--- config.mk ---
export PLATFORM = sky130hd
export DESIGN_NAME = alu_control_unit
export DESIGN_NICKNAME = d
export VERILOG_FILES = /design/src/rtl/alu_control_unit_pkg.sv /design/src/rtl/alu_control_unit_imm_gen.sv /design/src/rtl/alu_control_unit.sv
export SDC_FILE = /design/constraint.sdc
export NUM_CORES = 1
export LEC_CHECK = 0
export ABC_CLOCK_PERIOD_IN_PS = 16400
export BUFFER_PORTS_ARGS = -buffer_cell sky130_fd_sc_hd__buf_4
export CORE_MARGIN = 5
export CORE_UTILIZATION = 46
export DETAILED_ROUTE_END_ITERATION = 10
export PLACE_DENSITY = 0.69
export SLEW_MARGIN = 5
export SYNTH_ARGS = -nofsm -noshare
export SYNTH_HDL_FRONTEND = slang
export SYNTH_SLANG_ARGS = --single-unit
--- constraint.sdc ---
create_clock -name clk -period 16.4 [get_ports clk]
set_input_delay 2.46 -clock clk [delete_from_list [all_inputs] [get_ports clk]]
set_output_delay 2.46 -clock clk [all_outputs]
set_load 0.01 [all_outputs]
--- src/rtl/alu_control_unit_pkg.sv ---
// alu_control_unit_pkg
// Shared constants for the decode/issue stage: RV32I opcodes, funct3/funct7
// values, ALU control words, operand-A select encodings, the immediate-format
// enum and the packed per-entry control record carried through the
// output/skid registers.
package alu_control_unit_pkg;

  localparam logic [6:0] OPC_LUI    = 7'b0110111;
  localparam logic [6:0] OPC_AUIPC  = 7'b0010111;
  localparam logic [6:0] OPC_JAL    = 7'b1101111;
  localparam logic [6:0] OPC_JALR   = 7'b1100111;
  localparam logic [6:0] OPC_BRANCH = 7'b1100011;
  localparam logic [6:0] OPC_LOAD   = 7'b0000011;
  localparam logic [6:0] OPC_STORE  = 7'b0100011;
  localparam logic [6:0] OPC_OP_IMM = 7'b0010011;
  localparam logic [6:0] OPC_OP     = 7'b0110011;

  localparam logic [2:0] F3_ADD  = 3'b000;
  localparam logic [2:0] F3_SLL  = 3'b001;
  localparam logic [2:0] F3_SLT  = 3'b010;
  localparam logic [2:0] F3_SLTU = 3'b011;
  localparam logic [2:0] F3_XOR  = 3'b100;
  localparam logic [2:0] F3_SR   = 3'b101;
  localparam logic [2:0] F3_OR   = 3'b110;
  localparam logic [2:0] F3_AND  = 3'b111;

  localparam logic [2:0] F3_BEQ  = 3'b000;
  localparam logic [2:0] F3_BNE  = 3'b001;
  localparam logic [2:0] F3_BLT  = 3'b100;
  localparam logic [2:0] F3_BGE  = 3'b101;
  localparam logic [2:0] F3_BLTU = 3'b110;
  localparam logic [2:0] F3_BGEU = 3'b111;

  localparam logic [6:0] F7_BASE = 7'b0000000;
  localparam logic [6:0] F7_ALT  = 7'b0100000;

  localparam logic [3:0] ALU_ADD  = 4'b0000;
  localparam logic [3:0] ALU_SUB  = 4'b1000;
  localparam logic [3:0] ALU_SLT  = 4'b0010;
  localparam logic [3:0] ALU_SLTU = 4'b0011;
  localparam logic [3:0] ALU_SGE  = 4'b1010;
  localparam logic [3:0] ALU_SGEU = 4'b1011;
  localparam logic [3:0] ALU_JMP  = 4'b1001;
  localparam logic [3:0] ALU_ERR  = 4'b1111;

  localparam logic [1:0] SRC_A_RS1  = 2'b00;
  localparam logic [1:0] SRC_A_PC   = 2'b01;
  localparam logic [1:0] SRC_A_ZERO = 2'b10;

  typedef enum logic [2:0] {
    IMM_NONE,
    IMM_I,
    IMM_SHAMT,
    IMM_S,
    IMM_B,
    IMM_U,
    IMM_J
  } imm_fmt_e;

  typedef struct packed {
    logic [3:0] alu_control;
    logic [1:0] src_a;
    logic       src_b_imm;
    logic       branch;
    logic       branch_negate;
    logic       jump;
    logic       illegal;
  } ctrl_t;

  // Shift-immediates carry only the shamt so the ALU sees a plain shift amount.
  function automatic imm_fmt_e imm_fmt(input logic [31:0] instr);
    imm_fmt_e f;
    f = IMM_NONE;
    case (instr[6:0])
      OPC_OP_IMM: f = (instr[14:12] == F3_SLL || instr[14:12] == F3_SR) ? IMM_SHAMT : IMM_I;
      OPC_LOAD,
      OPC_JALR:   f = IMM_I;
      OPC_STORE:  f = IMM_S;
      OPC_BRANCH: f = IMM_B;
      OPC_LUI,
      OPC_AUIPC:  f = IMM_U;
      OPC_JAL:    f = IMM_J;
      default:    f = IMM_NONE;
    endcase
    return f;
  endfunction

endpackage

--- src/rtl/alu_control_unit_imm_gen.sv ---
// alu_control_unit_imm_gen
// Combinational immediate generator: selects the RV32I immediate format from
// the opcode and sign-extends it to WIDTH.
// Ports:
//   instr  in   raw 32-bit instruction
//   imm    out  sign-extended immediate (0 for formats without one)
module alu_control_unit_imm_gen
  import alu_control_unit_pkg::*;
#(
  parameter int WIDTH = 32
) (
  input  logic [31:0]      instr,
  output logic [WIDTH-1:0] imm
);

  logic [31:0] imm32;

  always_comb begin
    imm32 = '0;
    case (imm_fmt(instr))
      IMM_I:     imm32 = {{20{instr[31]}}, instr[31:20]};
      IMM_SHAMT: imm32 = {27'd0, instr[24:20]};
      IMM_S:     imm32 = {{20{instr[31]}}, instr[31:25], instr[11:7]};
      IMM_B:     imm32 = {{19{instr[31]}}, instr[31], instr[7], instr[30:25], instr[11:8], 1'b0};
      IMM_U:     imm32 = {instr[31:12], 12'd0};
      IMM_J:     imm32 = {{11{instr[31]}}, instr[31], instr[19:12], instr[20], instr[30:21], 1'b0};
      default:   imm32 = '0;
    endcase
  end

  assign imm = WIDTH'($signed(imm32));

endmodule

--- src/rtl/alu_control_unit.sv ---
// alu_control_unit
// Decode/issue stage: registers the RV32I decode (ALU control word
// {inverse, func3}, operand selects, immediate, branch/jump flags) behind a
// valid/ready handshake. A second (skid) register lets in_ready depend only on
// registered state. flush empties both registers and drops the incoming entry.
// Ports:
//   clk, rst                 clock, async active-high reset
//   in_valid/in_ready        upstream handshake; in_instr, in_pc payload
//   flush                    kill held and incoming entries
//   out_valid/out_ready      downstream handshake
//   out_alu_control..out_pc  decoded entry
//   illegal_count            saturating count of accepted illegal instructions
module alu_control_unit
  import alu_control_unit_pkg::*;
#(
  parameter int WIDTH     = 32,
  parameter int CNT_WIDTH = 16
) (
  input  logic                 clk,
  input  logic                 rst,
  input  logic                 in_valid,
  output logic                 in_ready,
  input  logic [31:0]          in_instr,
  input  logic [WIDTH-1:0]     in_pc,
  input  logic                 flush,
  output logic                 out_valid,
  input  logic                 out_ready,
  output logic [3:0]           out_alu_control,
  output logic [1:0]           out_src_a,
  output logic                 out_src_b_imm,
  output logic [WIDTH-1:0]     out_imm,
  output logic                 out_branch,
  output logic                 out_branch_negate,
  output logic                 out_jump,
  output logic                 out_illegal,
  output logic [WIDTH-1:0]     out_pc,
  output logic [CNT_WIDTH-1:0] illegal_count
);

  logic [6:0]       opcode;
  logic [2:0]       f3;
  logic [6:0]       f7;
  logic [WIDTH-1:0] imm_raw;
  logic [WIDTH-1:0] dec_imm;
  ctrl_t            dec;
  logic             legal;

  ctrl_t            out_q, skid_q;
  logic [WIDTH-1:0] out_imm_q, skid_imm_q, out_pc_q, skid_pc_q;
  logic             out_valid_q, skid_valid_q;
  logic             accept, load_out;

  assign opcode = in_instr[6:0];
  assign f3     = in_instr[14:12];
  assign f7     = in_instr[31:25];

  alu_control_unit_imm_gen #(.WIDTH(WIDTH)) u_imm_gen (
    .instr (in_instr),
    .imm   (imm_raw)
  );

  always_comb begin
    dec   = '0;
    legal = 1'b1;
    case (opcode)
      OPC_OP: begin
        if (f7 == F7_BASE)
          dec.alu_control = {1'b0, f3};
        else if (f7 == F7_ALT && (f3 == F3_ADD || f3 == F3_SR))
          dec.alu_control = {1'b1, f3};
        else
          legal = 1'b0;
      end
      OPC_OP_IMM: begin
        dec.src_b_imm   = 1'b1;
        dec.alu_control = {1'b0, f3};
        if (f3 == F3_SLL) begin
          if (f7 != F7_BASE) legal = 1'b0;
        end else if (f3 == F3_SR) begin
          if (f7 == F7_ALT)
            dec.alu_control = {1'b1, f3};
          else if (f7 != F7_BASE)
            legal = 1'b0;
        end
      end
      OPC_LOAD, OPC_STORE: begin
        dec.alu_control = ALU_ADD;
        dec.src_b_imm   = 1'b1;
      end
      OPC_LUI: begin
        dec.alu_control = ALU_ADD;
        dec.src_a       = SRC_A_ZERO;
        dec.src_b_imm   = 1'b1;
      end
      OPC_AUIPC: begin
        dec.alu_control = ALU_ADD;
        dec.src_a       = SRC_A_PC;
        dec.src_b_imm   = 1'b1;
      end
      OPC_JAL: begin
        dec.alu_control = ALU_JMP;
        dec.src_a       = SRC_A_PC;
        dec.src_b_imm   = 1'b1;
        dec.jump        = 1'b1;
      end
      OPC_JALR: begin
        dec.alu_control = ALU_JMP;
        dec.src_a       = SRC_A_RS1;
        dec.src_b_imm   = 1'b1;
        dec.jump        = 1'b1;
      end
      OPC_BRANCH: begin
        dec.branch = 1'b1;
        case (f3)
          F3_BEQ:  dec.alu_control = ALU_SUB;
          F3_BNE: begin
            dec.alu_control   = ALU_SUB;
            dec.branch_negate = 1'b1;
          end
          F3_BLT:  dec.alu_control = ALU_SLT;
          F3_BGE:  dec.alu_control = ALU_SGE;
          F3_BLTU: dec.alu_control = ALU_SLTU;
          F3_BGEU: dec.alu_control = ALU_SGEU;
          default: legal = 1'b0;
        endcase
      end
      default: legal = 1'b0;
    endcase
    // An illegal entry carries no operand or control-flow information.
    if (!legal) begin
      dec             = '0;
      dec.alu_control = ALU_ERR;
      dec.illegal     = 1'b1;
    end
  end

  assign dec_imm  = dec.illegal ? '0 : imm_raw;

  assign in_ready = ~skid_valid_q & ~rst;
  assign accept   = in_valid & in_ready;
  assign load_out = ~out_valid_q | out_ready;

  always_ff @(posedge clk or posedge rst) begin
    if (rst) begin
      out_valid_q   <= 1'b0;
      skid_valid_q  <= 1'b0;
      out_q         <= '0;
      skid_q        <= '0;
      out_imm_q     <= '0;
      skid_imm_q    <= '0;
      out_pc_q      <= '0;
      skid_pc_q     <= '0;
      illegal_count <= '0;
    end else begin
      if (flush) begin
        out_valid_q  <= 1'b0;
        skid_valid_q <= 1'b0;
      end else if (load_out) begin
        // A held skid entry is older than anything upstream, so it goes first;
        // in_ready is low while the skid is full, so no accept can collide.
        if (skid_valid_q) begin
          out_q        <= skid_q;
          out_imm_q    <= skid_imm_q;
          out_pc_q     <= skid_pc_q;
          out_valid_q  <= 1'b1;
          skid_valid_q <= 1'b0;
        end else if (accept) begin
          out_q       <= dec;
          out_imm_q   <= dec_imm;
          out_pc_q    <= in_pc;
          out_valid_q <= 1'b1;
        end else begin
          out_valid_q <= 1'b0;
        end
      end else if (accept) begin
        skid_q       <= dec;
        skid_imm_q   <= dec_imm;
        skid_pc_q    <= in_pc;
        skid_valid_q <= 1'b1;
      end

      if (accept && !flush && dec.illegal && illegal_count != '1)
        illegal_count <= illegal_count + CNT_WIDTH'(1);
    end
  end

  assign out_valid         = out_valid_q;
  assign out_alu_control   = out_q.alu_control;
  assign out_src_a         = out_q.src_a;
  assign out_src_b_imm     = out_q.src_b_imm;
  assign out_branch        = out_q.branch;
  assign out_branch_negate = out_q.branch_negate;
  assign out_jump          = out_q.jump;
  assign out_illegal       = out_q.illegal;
  assign out_imm           = out_imm_q;
  assign out_pc            = out_pc_q;

endmodule

==> impl_metrics.csv <==
group,metric,value,unit
global_routing,globalRouteOverflowTotal,0,
synthesis,synth_edf_count,0,
clocking,postCtsResizedCells,0,
sta,max_slew.worst_pin.slew,1.11,ns
drt,first_pass_iters,6,
global_routing,grt_pass1_vias,6193,
worst_setup_path,critPathCaptureType,"output port",
clocking,numCtsBuffers,17,
pwr,ir_drop,68.5,uV
sta,fin_tns_setup,0,ns
cells_and_area,diodes,0,
drt,route.detailed.drc,0,
worst_setup_path,crit_arrival,2.89,ns
place,placed_area,0.00916,sq mm
sta,setup_violations,0,
synthesis,yosys_most_used_dff,"dfrtp_1",
clocking,hold_buffers,0,
drt,avgViaCountPerCell,5.61,
clocking,h-tree-depth,4,
synthesis,synth_nets,832,
floorplan,initial_utilization,0.471,
sta,finalClockSkew,0.00758,ns
drt,routed_wl,20100,um
clocking,clock_sinks,168,
clocking,worstSkewPairLatency,0.42,ns
floorplan,core-area,0.0166,sq mm
place,gp_congestion,0.904,
global_routing,grt_max_degree,110,
clocking,path_clk_slew,0.07,ns
sta,max_slew_margin,0.257,
sta,hold_violations,0,
clocking,ctsLongestPathBuffers,2,
worst_setup_path,path_max_fanout,3,
cells_and_area,layout-drive-gt1-share,0.285,
drt,ant_nets,0,
floorplan,ioPinCount,162,
drt,vias,6319,
run_status,outcome,"complete, no violations",
min_path,worstHoldPathType,"flop to flop",
cells_and_area,synthToLayoutAreaGrowth,24.0,%
clocking,cts_tree,"done",
global_routing,grt_antenna_before_repair,0,
place,dpl.hpwl,13300,um
floorplan,rows,47,
job,drv_cap,0,
cells_and_area,fill_cells,1508,
synthesis,ys_seq_area_frac,0.536,
synthesis,ys_seq_elements,168,
global_routing,grt_pass1_wl,33100,um
worst_setup_path,crit_path_start_kind,"primary input",
pwr,p_leak,4.56,nW
sta,rsz0062_at_grt,"false",
drt,dr.first_iter.drc_count,557,
pwr,p_per_area,107,mW/mm^2
sta,final.min_clock_period,5.35,ns
global_routing,grt_usage,0.206,
floorplan,die_w,141,um
worst_setup_path,required,13.94,ns
cells_and_area,final_nets,963,
floorplan,die_y,141,um
synthesis,synth_area,0.00785,sq mm
cells_and_area,final_common_cell,"dfrtp_1",
synthesis,avgSynthCellArea,10.3,sq um
cells_and_area,final_cell_mix,"dfrtp_1 (167), buf_4 (166), nand2_1 (95)",
worst_setup_path,worstSetupPathType,"primary input to output port",
clocking,cts_setup_buffers,0,
place,numPortBuffers,161,
drt,wl_per_cell,17.9,um
sta,fmax,187,MHz
floorplan,die_area,0.0198,sq mm
synthesis,synth.distinct_cells,61,
synthesis,yosysWarningCount,0,
synthesis,netlist_instances,762,
synthesis,async_flop_share,1.00,
cells_and_area,stdcell_area,0.00973,sq mm
clocking,cts_root_buffer,"clkbuf_16",
sta,finalCritPeriodShare,0.326,
sta,slew_viol_final,0,
==> flip-flops by register name (all words and copies together), names as in the netlist <==
signal             count
illegal_count         16
skid_imm_q            32
skid_pc_q             32
out_pc                32
out_imm               32
skid_q                11
out_valid              1
out_alu_control        4
skid_valid_q           1
out_branch_negate      1
out_src_a              2
out_branch             1
out_jump               1
out_src_b_imm          1
out_illegal            1
==> cells in the mapped netlist (all sizes together) (3+ instances only) <==
library cell	number	area, sq um
mux2	38	428
nand4	8	50.1
xor2	10	87.6
a221o	6	60.1
nor2	37	141
nand2b	4	25.0
nand3	12	60.1
clkbuf	41	154
o31ai	26	195
nor4	6	37.5
inv	14	52.6
or3b	4	35.0
mux2i	33	330
and3	19	119
xnor2	7	61.3
buf	13	78.8
dfrtp	168	4200
nand2	96	360
o21a	4	30.0
o21ai	68	352
a21oi	64	320
nor2b	4	25.0
a22oi	4	30.0
o22ai	20	138
nor3	12	60.1
a22o	8	70.1
or3	3	28.8
==> report_power, final <==
group	switching, mW	internal [mW]	leakage, nW
registers	0.0305	0.461	2.20
logic	0.0835	0.0815	2.07
clock network	0.174	0.212	0.280
==> metal layers <==
layer	GRT usage	part of all wire
met1	0.290	0.45
met2	0.305	0.44
met3	0.0718	0.094
met4	0.0535	0.011
met5	0	0
==> cell families after synthesis <==
group | Yosys count | share of synthesized area
buf+inv | 68 | 0.0364
flops | 168 | 0.536
compound gates | 219 | 0.176
fa+ha+maj | 1 | 0.00159
simple gates | 218 | 0.135
mux | 71 | 0.0966
xor+xnor | 17 | 0.0190
==> worst max-delay path: stages <==
cell	delay (ns)
buf_4	0.13
nor2_1	0.13
buf_4	0.16
==> metrics by stage <==
stage / hold WS (ns) / total power, mW / std cells / setup slack (ns) / utilization
detailed placement: 0.459 / 0.666 / 1094 / 10.56 / 0.550
finish: 0.471 / 1.04 / 1126 / 11.05 / 0.585
CTS: 0.474 / 1.05 / 1126 / 10.99 / 0.585
global placement: 0.452 / 0.661 / 1094 / 10.64 / 0.550
global route: 0.494 / 1.09 / 1126 / 10.66 / 0.585
floorplan: 0.441 / 0.576 / 762 / 8.55 / -
==> cell type report <==
cell class | count | area [sq um] | area share
timing repair buffer | 166 | 1250 | 0.128
clock buffer | 17 | 425 | 0.0437
tap | 220 | 275 | 0.0283
multi-input combinational | 526 | 3370 | 0.347
clock inverter | 15 | 143 | 0.0147
sequential | 168 | 4210 | 0.432
inverter | 14 | 57.6 | 0.00592
==> worst paths after layout <==
path	start	end	cells past startpoint	slack, ns
max	rst	in_ready	3	11.05
min	skid_imm_q[28]	skid_imm_q[28]	2	0.47
max reg2reg	skid_valid_q	out_imm[16]	5	13.26
min reg2reg	skid_imm_q[28]	skid_imm_q[28]	2	0.47
max in group asynchronous	rst	skid_imm_q[14]	3	12.75
min in group asynchronous	rst	out_pc[0]	2	2.28
No activity file was read; power rests on OpenSTA's default activity.
